`config.mk`:
```
export PLATFORM = sky130hd
export DESIGN_NAME = mult32_seq_ctrl
export DESIGN_NICKNAME = d
export VERILOG_FILES = /design/src/rtl/mult32_seq_ctrl.sv
export SDC_FILE = /design/constraint.sdc
export NUM_CORES = 1
export LEC_CHECK = 0
export CAP_MARGIN = 20
export CORE_AREA = 2 2 166 168
export CTS_CLUSTER_DIAMETER = 60
export DETAILED_ROUTE_END_ITERATION = 8
export DIE_AREA = 0 0 168 170
export HOLD_SLACK_MARGIN = 0.08
export PLACE_DENSITY = 0.61
export REMOVE_ABC_BUFFERS = 1
export SYNTH_ARGS = -nofsm -noshare
export SYNTH_HDL_FRONTEND = slang
export SYNTH_SLANG_ARGS = --single-unit
```
`constraint.sdc`:
```
create_clock -name CLK -period 15.28 [get_ports CLK]
set_input_delay 3.056 -clock CLK [delete_from_list [all_inputs] [get_ports CLK]]
set_output_delay 3.056 -clock CLK [all_outputs]
set_load 0.1 [all_outputs]
```
`src/rtl/mult32_seq_ctrl.sv`:
```
// Sequential shift-add multiplier: 32 shift-add steps, a two's-complement fix-up, and a one-cycle DONE.
// Signed operands are multiplied as magnitudes, and the sign is applied to the 64-bit product at the end.
module mult32_seq_ctrl #(
    parameter int DATA_WIDTH = 32
) (
    input  logic                  CLK,
    input  logic                  RST,
    input  logic                  START,
    input  logic                  SIGNED,
    input  logic [DATA_WIDTH-1:0] A,
    input  logic [DATA_WIDTH-1:0] B,
    output logic                  BUSY,
    output logic                  DONE,
    output logic [DATA_WIDTH-1:0] HI,
    output logic [DATA_WIDTH-1:0] LO
);
    localparam int CNT_W = $clog2(DATA_WIDTH);
    localparam logic [CNT_W-1:0] LAST_STEP = CNT_W'(DATA_WIDTH - 1);

    typedef enum logic [1:0] {
        IDLE = 2'd0,
        RUN  = 2'd1,
        FIX  = 2'd2,
        FIN  = 2'd3
    } state_t;

    state_t                  state_r;
    state_t                  state_next_s;
    logic [CNT_W-1:0]        cnt_r;
    logic [DATA_WIDTH-1:0]   mcnd_r;
    logic [DATA_WIDTH-1:0]   prod_hi_r;
    logic [DATA_WIDTH-1:0]   prod_lo_r;
    logic                    neg_r;
    logic                    busy_r;
    logic                    done_r;
    logic [DATA_WIDTH-1:0]   hi_r;
    logic [DATA_WIDTH-1:0]   lo_r;
    logic [DATA_WIDTH:0]     sum_s;
    logic [2*DATA_WIDTH-1:0] prod_s;
    logic [2*DATA_WIDTH-1:0] prod_neg_s;

    // The most negative value maps to its unsigned bit pattern; there is no saturation.
    function automatic logic [DATA_WIDTH-1:0] abs_mag(input logic [DATA_WIDTH-1:0] v);
        logic [DATA_WIDTH-1:0] r;
        if (v[DATA_WIDTH-1]) begin
            r = ~v + DATA_WIDTH'(1);
        end else begin
            r = v;
        end
        return r;
    endfunction

    // Single 33-bit adder; the carry is shifted into the upper product half.
    always_comb begin
        sum_s      = {1'b0, prod_hi_r} + {1'b0, (prod_lo_r[0] ? mcnd_r : {DATA_WIDTH{1'b0}})};
        prod_s     = {prod_hi_r, prod_lo_r};
        prod_neg_s = ~prod_s + (2*DATA_WIDTH)'(1);
    end

    // State register.
    always_ff @(posedge CLK or posedge RST) begin
        if (RST) begin
            state_r <= IDLE;
        end else begin
            state_r <= state_next_s;
        end
    end

    // Next-state logic.
    always_comb begin
        state_next_s = state_r;
        case (state_r)
            IDLE: begin
                if (START) begin
                    state_next_s = RUN;
                end else begin
                    state_next_s = IDLE;
                end
            end
            RUN: begin
                if (cnt_r == LAST_STEP) begin
                    state_next_s = FIX;
                end else begin
                    state_next_s = RUN;
                end
            end
            FIX:     state_next_s = FIN;
            FIN:     state_next_s = IDLE;
            default: state_next_s = IDLE;
        endcase
    end

    // Datapath and registered outputs.
    always_ff @(posedge CLK or posedge RST) begin
        if (RST) begin
            cnt_r     <= {CNT_W{1'b0}};
            mcnd_r    <= {DATA_WIDTH{1'b0}};
            prod_hi_r <= {DATA_WIDTH{1'b0}};
            prod_lo_r <= {DATA_WIDTH{1'b0}};
            neg_r     <= 1'b0;
            busy_r    <= 1'b0;
            done_r    <= 1'b0;
            hi_r      <= {DATA_WIDTH{1'b0}};
            lo_r      <= {DATA_WIDTH{1'b0}};
        end else begin
            busy_r <= (state_next_s != IDLE);
            done_r <= 1'b0;
            case (state_r)
                IDLE: begin
                    if (START) begin
                        mcnd_r    <= SIGNED ? abs_mag(A) : A;
                        prod_lo_r <= SIGNED ? abs_mag(B) : B;
                        prod_hi_r <= {DATA_WIDTH{1'b0}};
                        neg_r     <= SIGNED & (A[DATA_WIDTH-1] ^ B[DATA_WIDTH-1]);
                        cnt_r     <= {CNT_W{1'b0}};
                    end
                end
                RUN: begin
                    prod_hi_r <= sum_s[DATA_WIDTH:1];
                    prod_lo_r <= {sum_s[0], prod_lo_r[DATA_WIDTH-1:1]};
                    cnt_r     <= cnt_r + CNT_W'(1);
                end
                FIX: begin
                    // A zero product negates back to zero because of the full 64-bit carry.
                    {hi_r, lo_r} <= neg_r ? prod_neg_s : prod_s;
                    done_r       <= 1'b1;
                end
                FIN: begin
                    done_r <= 1'b0;
                end
                default: begin
                    done_r <= 1'b0;
                end
            endcase
        end
    end

    assign BUSY = busy_r;
    assign DONE = done_r;
    assign HI   = hi_r;
    assign LO   = lo_r;
endmodule
```
==> impl_metrics.yaml <==
logic_synthesis:
  ys_ff_latch: 170
  ys_seq_area_frac: 0.4045
  synth_xor_area_frac: 0.1233
  syn_inst: 1209
  synth-edff-count: 0
  yosys_warnings: 0
  ys.flop_type: "dfrtp_1"
  synth_area_um2: 10520
  synth.distinct_cells: 58
  async_flop_share: 1.000
  synth-simple-area-share: 0.1864
  yosys.area_share.adder: 0.04593
  synth.avg_cell_area_um2: 8.698
  synth_compound_area_frac: 0.2096
  synthMuxAreaShare: 0.001904
  synth_top_family_by_area: "compound AO/OA/AOI/OAI gates"
final_layout:
  final_cell_count_no_fill: 1663
  multiInputGateArea_um2: 5987
  final_layout_size_suffix_gt1_frac: 0.04996
  nFillCells: 2552
  area_delta_synth_final_pct: 22.19
  fin_nets: 1414
  final_util: 0.4822
  seq_area_um2: 4255
worst_hold_path:
  hp-start: "mcnd_r[8]"
  hold_path_class: "flop to flop"
die:
  chipWidth_um: 168
  boundaryPins: 134
  coreArea_um2: 26650
  start_util: 0.3946
  placementRows: 60
  die_h_um: 170
  dieArea_um2: 28560
sta:
  fin_crit_ns: 5.637
  worstMarginPinSlew_ns: 1.058
  max_freq_mhz: 177.4
  post-route-period-util: 0.3689
  rsz0062_at_grt: "no"
  max_slew_margin: 0.2922
  hold_violations: 0
  fin_worst_skew_ns: 0.01701
  drv_slew: 0
  setup_violations: 0
  finalSetupTns_ns: 0
setup_path:
  rr_startpoint: "prod_lo_r[3]"
  endpoint_kind: "flop"
  cp_slowest_stage_delay_ns: 0.67
  crit_start: "B[2]"
  cp-start-kind: "input port"
  worstPathRequired_ns: 15.57
  critPathArrivalTime_ns: 5.93
  crit_fanout: 5
  critPathKind: "input port to flop"
  crit_chain: "clkdlybuf4s50_1 > nor4_1 > nand3b_1 > nor4_1 > nand2_1 > nor2_1 > nand2_1 > o41ai_1 > xor2_1 > o21ai_0"
  slowest_stage: "nor4_1"
placed_design:
  dp.cells: 1629
  dpl.hpwl_um: 18850
  port_buffers: 133
  gp_congestion: 0.8738
global_routing:
  grt_max_degree: 103
  grt_pass1_vias: 8188
  grt.total_usage: 0.1829
  antenna_found_initial: 1
  grt_pass1_wl_um: 42300
  grt_overflow_total: 0
run_status:
  status: "finished, final reports clean"
cts:
  post_cts_resized: 0
  cts_setup_buffers: 0
  clk_latency_ns: 0.43
  htree_num_levels: 4
  ctsRootBufferMaster: "clkbuf_16"
  cts_tree: "yes"
  clkTransAtPathRegs_ns: 0.07
  clock_path_buffers: 2
  clock_sinks: 170
  cts_hold_buffers: 0
  numCtsBuffers: 17
drt:
  wire_per_inst_um: 15.44
  drt_iter0_drc: 501
  antenna_left: 0
  via_count: 8735
  drc: 0
  drt-vias-per-instance: 5.253
  drtPass1Iterations: 5
  drt_wl_total_um: 25680
flow_run:
  maxCapViolCount: 0
pwr:
  power_mw: 2.475
  p_clk_frac: 0.203
  power.switching_mw: 1.089
  total_leakage_power_nw: 5.306
  p_per_area_nw_per_um2: 192.6
  p_comb_frac: 0.473
  p_seq_frac: 0.324
  swShare: 0.4400
  peakVddDrop_uv: 87.47
  intPower_mw: 1.386
[layout by cell type (no fill, tap or decap), drive strengths merged, types with 3 or more instances in the layout]
cell type / synthesis / routed
a21o: 10 / 10
a21oi: 54 / 54
a22oi: 30 / 30
a31oi: 9 / 9
and2: 36 / 36
and3: 7 / 7
buf: 6 / 8
bufinv: 0 / 6
clkbuf: 55 / 18
clkdlybuf4s50: 0 / 133
clkinv: 0 / 4
dfrtp: 170 / 170
ha: 37 / 37
inv: 18 / 20
nand2: 167 / 167
nand2b: 11 / 11
nand3: 42 / 42
nand3b: 5 / 5
nand4: 7 / 7
nor2: 50 / 50
nor2b: 8 / 8
nor3: 18 / 18
nor3b: 3 / 3
nor4: 10 / 10
o21a: 4 / 4
o21ai: 209 / 209
o31ai: 29 / 29
o41ai: 14 / 14
or2: 5 / 5
or3: 13 / 13
or4: 10 / 10
xnor2: 47 / 47
xor2: 101 / 101
[worst paths after layout]
path                                  to  slack, ns  depth (start not counted)
setup / recovery           prod_lo_r[26]       9.64                         10
hold / removal                 mcnd_r[8]       0.47                          2
max in group asynchronous          neg_r      10.58                          3
hold reg to reg                mcnd_r[8]       0.47                          2
min in group asynchronous         LO[25]       3.21                          2
setup reg to reg                  HI[16]      11.48                          9
[metal layers]
layer,vias up,global-route usage,share of wire
met5,-,0,0
met4,0,0.05520,0.015
met3,27,0.02256,0.033
met2,184,0.3038,0.46
met1,4041,0.2507,0.49
li1,4483,-,-
[flip-flops by register name (all words and copies together) (netlist names)]
signal / flops
neg_r: 1
mcnd_r: 32
prod_hi_r: 32
LO: 32
state_r: 2
prod_lo_r: 32
cnt_r: 5
HI: 32
DONE: 1
BUSY: 1
[layout make-up]
class,instances,share of cell area
diodes,1,0.0001947
clock buffers,18,0.03418
clock inverters,14,0.01889
inverters,18,0.005648
multi-input cells,960,0.4659
flip-flops and latches,170,0.3312
well taps,341,0.03320
repair buffers,141,0.1108
[synthesized netlist by cell type (2+ instances only)]
library cell / instances / area, um2
nor4_2: 2 / 25.02
nand4_1: 7 / 43.79
a31oi_1: 9 / 56.30
or3_1: 13 / 81.33
dfrtp_1: 170 / 4254
nor3b_1: 3 / 22.52
a21o_1: 10 / 75.07
nand3_1: 42 / 210.2
nand2b_1: 11 / 68.82
nand2_1: 166 / 623.1
o41ai_1: 9 / 78.83
nor2b_1: 8 / 50.05
nand4b_1: 2 / 17.52
or4_1: 9 / 67.56
nor2_1: 50 / 187.7
o31ai_1: 29 / 217.7
or2_2: 4 / 25.02
o311ai_0: 2 / 17.52
clkbuf_1: 55 / 206.5
inv_1: 18 / 67.56
nor4_1: 6 / 37.54
xor2_1: 101 / 884.6
nor3_1: 18 / 90.09
a21oi_1: 54 / 270.3
nand3b_1: 5 / 37.54
and3_1: 7 / 43.79
buf_1: 5 / 18.77
ha_1: 37 / 462.9
nor4_4: 2 / 42.54
a22oi_1: 30 / 225.2
and2_1: 35 / 219.0
o21ai_1: 5 / 25.02
mux2i_1: 2 / 20.02
o21ai_0: 204 / 1021
and3b_1: 2 / 17.52
xnor2_1: 47 / 411.6
o41ai_2: 5 / 81.33
o22ai_1: 2 / 12.51
o21a_1: 4 / 30.03
[power groups by stage]
stage               combinational [mW]  clock [mW]  sequential (mW)
CTS                               1.16       0.512            0.813
floorplan                        0.750           0            0.918
finish                            1.17       0.501            0.802
global placement                  1.14           0            0.814
detailed placement                1.16           0            0.821
global route                      1.32       0.533            0.831
[cell families after synthesis]
| family | count (synthesis) |
|---|---|
| and+or+nand+nor | 398 |
| xor gates and xnor gates | 148 |
| DFF | 170 |
| AOI/OAI and AO/OA | 374 |
| adders and majority gates | 38 |
| buffers and inverters | 79 |
| muxes | 2 |
[through the flow]
stage                     hold WS, ns  cell area, um2  setup slack [ns]
after floorplan                0.4383           10290             7.621
after global placement         0.4530           12120             9.208
after detailed placement       0.4626           12150             9.196
after CTS                      0.4779           12830             9.639
after global routing           0.4932           12850             9.253
final                          0.4704           12850             9.643
[worst max-delay path, delay by kind of cell]
| family | cells | cell delay [ns] |
|---|---|---|
| buffers and inverters | 1 | 0.49 |
| XOR/XNOR | 1 | 0.18 |
| AO/OA/AOI/OAI | 2 | 0.42 |
| AND/OR/NAND/NOR | 6 | 1.77 |
No activity file was read; power rests on OpenSTA's default activity.
